File: src/rtl/nco_pkg.sv
// Shared definitions for the NCO sin/cos generator.
//   NCO_LATENCY       : ClkEn cycles from accumulator value to output sample
//   NUM_RD_PORTS      : quarter-wave ROM read ports (0 = sine, 1 = cosine)
//   nco_amp()         : output amplitude A = 2^(OUT_W-1)-1
//   sin_quarter_entry : LUT[k] = round(A * sin(pi/2 * (k+0.5) / 2^LUT_AW))
package nco_pkg;

  localparam int NCO_LATENCY  = 3;
  localparam int NUM_RD_PORTS = 2;

  // pi/2 in Q2.30 fixed point (0x6487ED51)
  localparam longint HALF_PI_Q30 = 64'sd1686629713;
  localparam int     FRAC_BITS   = 30;

  function automatic longint nco_amp(input int out_w);
    return (64'sd1 <<< (out_w - 1)) - 64'sd1;
  endfunction

  // Integer-only Taylor series so the table folds at elaboration on any tool.
  // Eight terms keep the error around 1e-8 at pi/2, far below one output LSB.
  // Angle is sampled at k+0.5, which makes quadrant mirroring exact.
  function automatic int sin_quarter_entry(input int k, input int lut_aw, input int out_w);
    longint x;
    longint x2;
    longint term;
    longint sum;
    longint amp;
    x    = (HALF_PI_Q30 * (2 * longint'(k) + 1)) >>> (lut_aw + 1);
    x2   = (x * x) >>> FRAC_BITS;
    term = x;
    sum  = x;
    for (int n = 1; n <= 8; n++) begin
      term = -((term * x2) >>> FRAC_BITS) / longint'(2 * n * (2 * n + 1));
      sum  = sum + term;
    end
    amp = nco_amp(out_w);
    return int'((amp * sum + (64'sd1 <<< (FRAC_BITS - 1))) >>> FRAC_BITS);
  endfunction

endpackage

File: src/rtl/nco_sincos_gen_if.sv
// Control/sample bus of the NCO.
//   master : drives ClkEn, FreqWord, FreqLoad, PhaseOffset, PhaseSync; sees samples
//   slave  : the NCO; produces Sine, Cosine, OutValid
interface nco_sincos_gen_if #(
  parameter int PHASE_W = 32,
  parameter int OUT_W   = 10
);
  logic                      ClkEn;
  logic [PHASE_W-1:0]        FreqWord;
  logic                      FreqLoad;
  logic [PHASE_W-1:0]        PhaseOffset;
  logic                      PhaseSync;
  logic signed [OUT_W-1:0]   Sine;
  logic signed [OUT_W-1:0]   Cosine;
  logic                      OutValid;

  modport master (
    output ClkEn, FreqWord, FreqLoad, PhaseOffset, PhaseSync,
    input  Sine, Cosine, OutValid
  );

  modport slave (
    input  ClkEn, FreqWord, FreqLoad, PhaseOffset, PhaseSync,
    output Sine, Cosine, OutValid
  );
endinterface

File: src/rtl/nco_quarter_rom.sv
// Quarter-wave sine ROM with NUM_RD_PORTS registered read ports.
//   Clock, ResetN : clock, async active-low reset (clears read registers)
//   ClkEn         : shared read enable; registers hold when low
//   rd_addr[p]    : read address of port p
//   rd_data[p]    : unsigned magnitude, OUT_W-1 bits, one cycle after address
module nco_quarter_rom
  import nco_pkg::*;
#(
  parameter int LUT_AW = 8,
  parameter int OUT_W  = 10
) (
  input  logic                                   Clock,
  input  logic                                   ResetN,
  input  logic                                   ClkEn,
  input  logic [NUM_RD_PORTS-1:0][LUT_AW-1:0]    rd_addr,
  output logic [NUM_RD_PORTS-1:0][OUT_W-2:0]     rd_data
);

  localparam int DEPTH = 1 << LUT_AW;

  logic [OUT_W-2:0] lut_tbl [DEPTH];

  // Each entry is a localparam so the table is a pure constant.
  for (genvar k = 0; k < DEPTH; k++) begin : g_tbl
    localparam logic [OUT_W-2:0] ENTRY = (OUT_W-1)'(sin_quarter_entry(k, LUT_AW, OUT_W));
    assign lut_tbl[k] = ENTRY;
  end

  always_ff @(posedge Clock or negedge ResetN) begin
    if (!ResetN) begin
      rd_data <= '0;
    end else if (ClkEn) begin
      for (int p = 0; p < NUM_RD_PORTS; p++)
        rd_data[p] <= lut_tbl[rd_addr[p]];
    end
  end

endmodule

File: src/rtl/nco_sincos_gen.sv
// Numerically-controlled oscillator producing an I/Q (cos/sin) pair.
//   Clock, ResetN : clock, async active-low reset
//   bus (slave)   : ClkEn sample enable, FreqWord/FreqLoad deferred frequency
//                   update, PhaseOffset live offset, PhaseSync deferred
//                   accumulator clear; Sine/Cosine signed samples, OutValid
// Pipeline (all stages advance on ClkEn only):
//   0: acc        phase accumulator
//   1: ph         top LUT_AW+2 bits of acc + PhaseOffset
//   2: rd_data    ROM reads for sin and cos quadrants, neg_q sign flags
//   3: Sine/Cos   sign applied
module nco_sincos_gen
  import nco_pkg::*;
#(
  parameter int                 PHASE_W   = 32,
  parameter int                 LUT_AW    = 8,
  parameter int                 OUT_W     = 10,
  parameter logic [PHASE_W-1:0] FREQ_INIT = '0
) (
  input  logic              Clock,
  input  logic              ResetN,
  nco_sincos_gen_if.slave   bus
);

  localparam int PH_W = LUT_AW + 2;

  // ---------------- stage 0: accumulator and pending updates --------------
  logic [PHASE_W-1:0] acc;
  logic [PHASE_W-1:0] freq_active;
  logic [PHASE_W-1:0] freq_pend;
  logic               load_pend;
  logic               sync_pend;

  // A strobe arriving on an enabled edge re-arms the flag, so set wins.
  // The increment always uses freq_active from before this edge, which makes
  // a simultaneous sync+load give acc=0 now and acc=new word next sample.
  always_ff @(posedge Clock or negedge ResetN) begin
    if (!ResetN) begin
      acc         <= '0;
      freq_active <= FREQ_INIT;
      freq_pend   <= '0;
      load_pend   <= 1'b0;
      sync_pend   <= 1'b0;
    end else begin
      if (bus.FreqLoad)
        freq_pend <= bus.FreqWord;
      if (bus.ClkEn) begin
        acc <= sync_pend ? '0 : acc + freq_active;
        if (load_pend)
          freq_active <= freq_pend;
      end
      load_pend <= bus.FreqLoad  | (load_pend & ~bus.ClkEn);
      sync_pend <= bus.PhaseSync | (sync_pend & ~bus.ClkEn);
    end
  end

  // ---------------- stage 1: offset and phase truncation ------------------
  logic [PHASE_W-1:0] ph_sum;
  logic [PH_W-1:0]    ph;
  logic               unused_ph_lsbs;

  assign ph_sum         = acc + bus.PhaseOffset;
  assign unused_ph_lsbs = &{1'b0, ph_sum[PHASE_W-PH_W-1:0]};

  always_ff @(posedge Clock or negedge ResetN) begin
    if (!ResetN)        ph <= '0;
    else if (bus.ClkEn) ph <= ph_sum[PHASE_W-1 -: PH_W];
  end

  // ---------------- stage 2: quadrant mapping and ROM reads ---------------
  // Cosine uses its own read port with the quadrant advanced by one, which is
  // cos(x) = sin(x + pi/2). Odd quadrants read the table mirrored.
  logic [1:0]                              q;
  logic [1:0]                              qc;
  logic [LUT_AW-1:0]                       idx;
  logic [NUM_RD_PORTS-1:0][LUT_AW-1:0]     rd_addr;
  logic [NUM_RD_PORTS-1:0][OUT_W-2:0]      rd_data;
  logic [NUM_RD_PORTS-1:0]                 neg_q;

  assign q          = ph[PH_W-1 -: 2];
  assign qc         = q + 2'd1;
  assign idx        = ph[LUT_AW-1:0];
  assign rd_addr[0] = q[0]  ? ~idx : idx;
  assign rd_addr[1] = qc[0] ? ~idx : idx;

  nco_quarter_rom #(
    .LUT_AW (LUT_AW),
    .OUT_W  (OUT_W)
  ) u_rom (
    .Clock   (Clock),
    .ResetN  (ResetN),
    .ClkEn   (bus.ClkEn),
    .rd_addr (rd_addr),
    .rd_data (rd_data)
  );

  always_ff @(posedge Clock or negedge ResetN) begin
    if (!ResetN)        neg_q <= '0;
    else if (bus.ClkEn) neg_q <= {qc[1], q[1]};
  end

  // ---------------- stage 3: sign application -----------------------------
  // Magnitudes never exceed A, so negation cannot overflow OUT_W bits.
  logic signed [OUT_W-1:0] mag_s;
  logic signed [OUT_W-1:0] mag_c;

  assign mag_s = signed'({1'b0, rd_data[0]});
  assign mag_c = signed'({1'b0, rd_data[1]});

  always_ff @(posedge Clock or negedge ResetN) begin
    if (!ResetN) begin
      bus.Sine   <= '0;
      bus.Cosine <= '0;
    end else if (bus.ClkEn) begin
      bus.Sine   <= neg_q[0] ? -mag_s : mag_s;
      bus.Cosine <= neg_q[1] ? -mag_c : mag_c;
    end
  end

  // ---------------- valid tracking ----------------------------------------
  // fill[i] marks that stage i+1 holds a real sample; en_q marks that the
  // last edge actually advanced the pipeline, so OutValid pulses once per
  // new sample and stays low on frozen cycles.
  logic [NCO_LATENCY-1:0] fill;
  logic                   en_q;

  always_ff @(posedge Clock or negedge ResetN) begin
    if (!ResetN) begin
      fill <= '0;
      en_q <= 1'b0;
    end else begin
      en_q <= bus.ClkEn;
      if (bus.ClkEn)
        fill <= {fill[NCO_LATENCY-2:0], 1'b1};
    end
  end

  assign bus.OutValid = fill[NCO_LATENCY-1] & en_q;

endmodule
File: src/flat_wrapper.sv
// flat-port wrapper written by rule: the top's interface ports become plain ports
module nco_sincos_gen_flat import nco_pkg::*;
#(
  parameter int                 PHASE_W   = 32,
  parameter int                 LUT_AW    = 8,
  parameter int                 OUT_W     = 10,
  parameter logic [PHASE_W-1:0] FREQ_INIT = '0
)
  (Clock, ResetN, bus_ClkEn, bus_FreqWord, bus_FreqLoad, bus_PhaseOffset, bus_PhaseSync, bus_Sine, bus_Cosine, bus_OutValid);
  nco_sincos_gen_if #(.PHASE_W(PHASE_W), .OUT_W(OUT_W)) bus_i ();
  input  logic Clock;
  input  logic ResetN;
  input wire logic [$bits(bus_i.ClkEn)-1:0] bus_ClkEn;
  input wire logic [$bits(bus_i.FreqWord)-1:0] bus_FreqWord;
  input wire logic [$bits(bus_i.FreqLoad)-1:0] bus_FreqLoad;
  input wire logic [$bits(bus_i.PhaseOffset)-1:0] bus_PhaseOffset;
  input wire logic [$bits(bus_i.PhaseSync)-1:0] bus_PhaseSync;
  output wire logic [$bits(bus_i.Sine)-1:0] bus_Sine;
  output wire logic [$bits(bus_i.Cosine)-1:0] bus_Cosine;
  output wire logic [$bits(bus_i.OutValid)-1:0] bus_OutValid;
  assign bus_i.ClkEn = bus_ClkEn;
  assign bus_i.FreqWord = bus_FreqWord;
  assign bus_i.FreqLoad = bus_FreqLoad;
  assign bus_i.PhaseOffset = bus_PhaseOffset;
  assign bus_i.PhaseSync = bus_PhaseSync;
  assign bus_Sine = bus_i.Sine;
  assign bus_Cosine = bus_i.Cosine;
  assign bus_OutValid = bus_i.OutValid;
  nco_sincos_gen #(.PHASE_W(PHASE_W), .LUT_AW(LUT_AW), .OUT_W(OUT_W), .FREQ_INIT(FREQ_INIT)) u_core (.Clock(Clock), .ResetN(ResetN), .bus(bus_i));
endmodule
File: config.mk
export PLATFORM = sky130hd
export DESIGN_NAME = nco_sincos_gen_flat
export DESIGN_NICKNAME = d
export VERILOG_FILES = /design/src/rtl/nco_pkg.sv /design/src/rtl/nco_sincos_gen_if.sv /design/src/rtl/nco_quarter_rom.sv /design/src/rtl/nco_sincos_gen.sv /design/src/flat_wrapper.sv
export SDC_FILE = /design/constraint.sdc
export NUM_CORES = 1
export LEC_CHECK = 0
export CORE_UTILIZATION = 45
export CTS_BUF_LIST = sky130_fd_sc_hd__clkbuf_4 sky130_fd_sc_hd__clkbuf_8
export CTS_CLUSTER_SIZE = 20
export DETAILED_ROUTE_END_ITERATION = 16
export PLACE_DENSITY = 0.76
export SYNTH_ARGS = -nofsm -noshare
export SYNTH_HDL_FRONTEND = slang
export SYNTH_HIERARCHICAL = 1
export SYNTH_SLANG_ARGS = --single-unit
export TNS_END_PERCENT = 30
File: constraint.sdc
create_clock -name Clock -period 4.18 [get_ports Clock]
set_input_delay 0.836 -clock Clock [delete_from_list [all_inputs] [get_ports Clock]]
set_output_delay 0.836 -clock Clock [all_outputs]
set_load 0.02 [all_outputs]
# [Yosys cells after proc, flatten, opt, wreduce, memory -nomap -nowiden]
# Memories as Yosys holds them, arrays and structs flattened. A register that Yosys moved wholly into a read port is not among the register bits.
# Index checks and enable logic that the tools add are counted.
[totals] out_inout_bits=21 latch_bits=0 regBits=134 input_bits=69 ramBits=0 mem_count=2 rom_bits=4608
[memory_table] memory="(no name shown)" depth=256 word_bits=9 read_ports=1 rd_ports_with_merged_regs=1 write_ports=0 line_no="nco_quarter_rom.sv:34" source="rd_data[p] <= lut_tbl[rd_addr[p]];"
[memory_table] memory="(no name shown)" depth=256 word_bits=9 read_ports=1 rd_ports_with_merged_regs=1 write_ports=0 line_no="nco_quarter_rom.sv:34"
[op_classes] n_reduce_logical=3 mul=0 n_lt_le_gt_ge=0 n_eq_ne=0 add_sub_neg=5 n_mux=5 div_mod_pow=0 bitwise=9 shift=0
[ops] op="$add 32x32->32" count=2
[ops] op="$mux 32" count=1
[ops] op="$mux 10" count=2
[ops] op="$neg 9->10" count=2
[ops] op="$not 8->9" count=2
[ops] op="$mux 8" count=2
[ops] op="$not 8->8" count=1
[ops] op="$and 1x1->1" count=3
[ops] op="$add 2x1->2 const B" count=1
[ops] op="$logic_not 1->1" count=2
[ops] op="$or 1x1->1" count=2
[ops] op="$reduce_and 2->1" count=1
[ops] op="$not 1->1" count=1

# [Depth between registers and ports, before layout]
[depth] depth_word=3 mapped_depth=13 depth_no_buf=12

# [Cells and area by module]
# Netlist, hierarchy kept.
[modules_own_cells] module="nco_sincos_gen" area_each_um2=7736.2 instances=1 cells_per_inst=726
[modules_own_cells] module="nco_quarter_rom" area_each_um2=4924.7 instances=1 cells_per_inst=717

# [Least setup slack after synthesis]
# OpenSTA, ideal clock, no wires.
[synth_path] path_kind="flip-flop to flip-flop" from="register u_core.ph[8]" to="register u_core/u_rom/rd_data[10] (netlist bit)" synth_period_minus_slack_ps=3557 setup_slack_ps=623 arrival_ps=3436 n_path_buf=3 stages_incl_launch_ff=14 setup_time_ps=121 path_cell_list="dfrtp_1 clkbuf_1 xor2_1 inv_1 buf_2 inv_1 ha_1 clkbuf_1 nor2b_1 a21oi_1 o221ai_1 a32oi_1 a221o_1 a22o_1"
[synth_lines] item="from (decl)" line_no="nco_sincos_gen.sv:58" source="logic [PH_W-1:0] ph;"
[synth_lines] item="from (signal assigned)" line_no="nco_sincos_gen.sv:66" source="else if (bus.ClkEn) ph <= ph_sum[PHASE_W-1 -: PH_W];"
[synth_lines] item="to (decl)" line_no="nco_quarter_rom.sv:16" source="output logic [NUM_RD_PORTS-1:0][OUT_W-2:0] rd_data"

==> summary.txt <==
Final layout
  – Layout cells sized above 1: 12.1%
  – Fillers: 2553
  – Fin nets: 1633
  – Most frequent cells in the layout: dfrtp_1, a21oi_1, nand2_1
  – Most common cell after layout, fill and taps aside: dfrtp_1
  – # diodes: 0
  – Area Overhead vs Synth: 12.2%

Synthesis
  – Register area share after synthesis: 30.0%
  – Syn_nets: 1602
  – Cell Area, Synth: 12700 µm²
  – Async set-reset flop share out of synthesis: 100%
  – Post-synthesis instance total: 1443
  – Synth Warn #: 6
  – Post-synth EDFFs: 0
  – Main synth FF type: dfrtp_1
  – Synth Area per Inst: 8.77 µm²
  – Synth unique cells: 82
  – Synthesized flop and latch total: 152

Routing
  – Drt via density: 6.23
  – Via count: 11600
  – Post-route DRC: 0
  – DR WL/cell: 19.3 µm
  – Routed Antenna Nets: 0
  – Final WL: 35900 µm
  – Drt first pass iters: 6
  – DRT iter0 DRCs: 975

CTS
  – Post-CTS sizing: 0
  – Clock transition at path regs: 0.10 ns
  – CTS tree: yes
  – H-tree lvl count: 4
  – Postcts setup bufs: 0
  – Cts bufs inserted: 17
  – # hold bufs at CTS: 0
  – CTS Buffer Depth: 2
  – Worst-skew pair later-pin latency: 0.46 ns
  – CTS root buf: clkbuf_8
  – CTS sink cnt: 152

STA
  – FMAX: 283 MHz
  – Minimum clock period: 3.53 ns
  – WHS: 0.464 ns
  – RSZ-0062 raised after global routing: no
  – Worst relative slew slack: 31.4%
  – Pins Over Slew Limit: 0
  – Least-Margin Pin Slew: 1.03 ns
  – Clk_skew: 0.0155 ns
  – Final period utilization: 84.4%
  – Final Hold Fails: 0
  – Finish-stage setup viols: 0
  – TNS Setup: 0 ns
  – Final Worst Setup Slack: 0.651 ns

GRT
  – Grt ovf: 0
  – Pin count of the biggest net entering global routing: 102
  – First-pass GRT wire length: 58600 µm
  – Total GRT Usage: 25.3%
  – Initial antenna violation count: 0
  – Vias in the first global route: 11300

Critical path
  – R2R cell count: 10
  – Worst r2r dst: u_core/u_rom/rd_data[9]
  – CP Capture Type: flip-flop
  – Reg2Reg Setup Slack: 0.65 ns
  – R2r startpoint: u_core/ph[8]
  – WP data required: 4.51 ns
  – Critical path launch point type: flip-flop
  – Crit Path Max Fanout: 16
  – Kind of critical path: flip-flop to flip-flop
  – Worst EP arrival: 3.86 ns

Die
  – Io pins: 90
  – Die height: 170 µm
  – Core Box Area: 27700 µm²
  – Num rows: 61
  – Die Footprint: 28800 µm²
  – Die W: 170 µm
  – Initial core utilization: 45.7%

Worst hold path
  – Hold EP: u_core/fill[0]
  – Worst Hold Class: flip-flop to flip-flop
  – Min-Delay Path Depth: 1
  – Hold Path Origin: u_core/fill[0]

Placement
  – DP Worst Slack: 0.556 ns
  – Half-perimeter wire length after placement: 25500 µm
  – Port Buffer Count: 89
  – Placer Congestion: 0.989

Outcome
  – Status: complete, no violations

Run
  – Max-cap violation count: 0
[state kept, by name (all words and copies together), names as in the netlist]
signal	count
u_core/acc	32
u_core/freq_active	32
u_core/freq_pend	32
u_core/u_rom/rd_data	18
u_core/bus.Cosine	10
u_core/bus.Sine	10
u_core/ph	10
u_core/fill	3
u_core/neg_q	2
u_core/en_q	1
u_core/load_pend	1
u_core/sync_pend	1
[cell families after synthesis]
kind of cell | after synthesis | synth area share [%]
xor gates and xnor gates | 65 | 4.50
AOI/OAI and AO/OA | 492 | 26.4
muxes | 101 | 9.94
buffers and inverters | 162 | 5.49
adders and majority gates | 90 | 8.95
DFF | 152 | 30.0
and+or+nand+nor | 381 | 14.6
[worst max-delay path by stage]
stage / start / end / slack (ns) / depth (start not counted)
6_report: u_core/ph[8] / u_core/u_rom/rd_data[9] / 0.65 / 10
5_1_grt: u_core/ph[8] / u_core/u_rom/rd_data[9] / 0.34 / 10
4_1_cts: u_core/ph[8] / u_core/u_rom/rd_data[9] / 0.71 / 10
3_5_place_dp: bus_PhaseOffset[13] / u_core/ph[4] / 0.56 / 11
3_3_place_gp: bus_PhaseOffset[13] / u_core/ph[4] / 0.62 / 11
2_1_floorplan: u_core/ph[8] / u_core/u_rom/rd_data[10] / 0.62 / 13
[layout make-up]
type	instances	area [µm²]	share of cell area [%]
well taps	378	473	3.33
multi-input cells	1129	8220	57.9
inverters	53	199	1.40
repair buffers	121	1150	8.13
clock buffers	20	263	1.85
clock inverters	12	93.8	0.661
flip-flops and latches	152	3800	26.8
[cell usage after synthesis, types with 14 or more instances]
cell | n | area (µm²)
a211oi_1 | 19 | 143
a21o_1 | 22 | 165
a21oi_1 | 131 | 656
a22o_1 | 26 | 228
buf_2 | 36 | 180
clkbuf_1 | 57 | 214
dfrtp_1 | 152 | 3800
ha_1 | 89 | 1110
inv_1 | 47 | 176
mux2_2 | 78 | 878
nand2_1 | 105 | 394
nand2b_1 | 35 | 219
nand3_1 | 22 | 110
nor2_1 | 96 | 360
nor2b_1 | 26 | 163
nor3_1 | 28 | 140
o211ai_1 | 40 | 300
o21ai_0 | 68 | 340
o21ai_1 | 15 | 75.1
o221ai_1 | 16 | 140
o31ai_1 | 14 | 105
xnor2_1 | 26 | 228
xor2_1 | 39 | 342
[worst max-delay path, stage by stage (launching register included)]
cell	delay [ns]
dfrtp_1	0.49
xor2_1	0.25
inv_1	0.45
inv_1	0.29
ha_1	0.65
nand2b_1	0.21
o21ai_0	0.13
a21oi_1	0.23
o221ai_1	0.16
a311oi_1	0.44
a311oi_1	0.10
[per-stage QoR]
step                      instance area [µm²]  util, %  cells
after floorplan                         12700        -   1443
after CTS                               14200     51.3   1865
after detailed placement                13800     50.0   1833
after global routing                    14200     51.3   1865
final                                   14200     51.3   1865
after global placement                  13800     50.0   1833
[layer usage]
| metal | vias up | global-route usage (%) | share of wire, % |
|---|---|---|---|
| met5 | - | 0 | 0 |
| met4 | 0 | 11.1 | 3.3 |
| met3 | 86 | 4.48 | 7.2 |
| met2 | 521 | 40.2 | 47 |
| met1 | 5568 | 33.8 | 43 |
| li1 | 5444 | - | - |
Power is left out: the tool's default activity adds up to more than one toggle a clock period on the data nets, which glitch-free logic cannot reach.
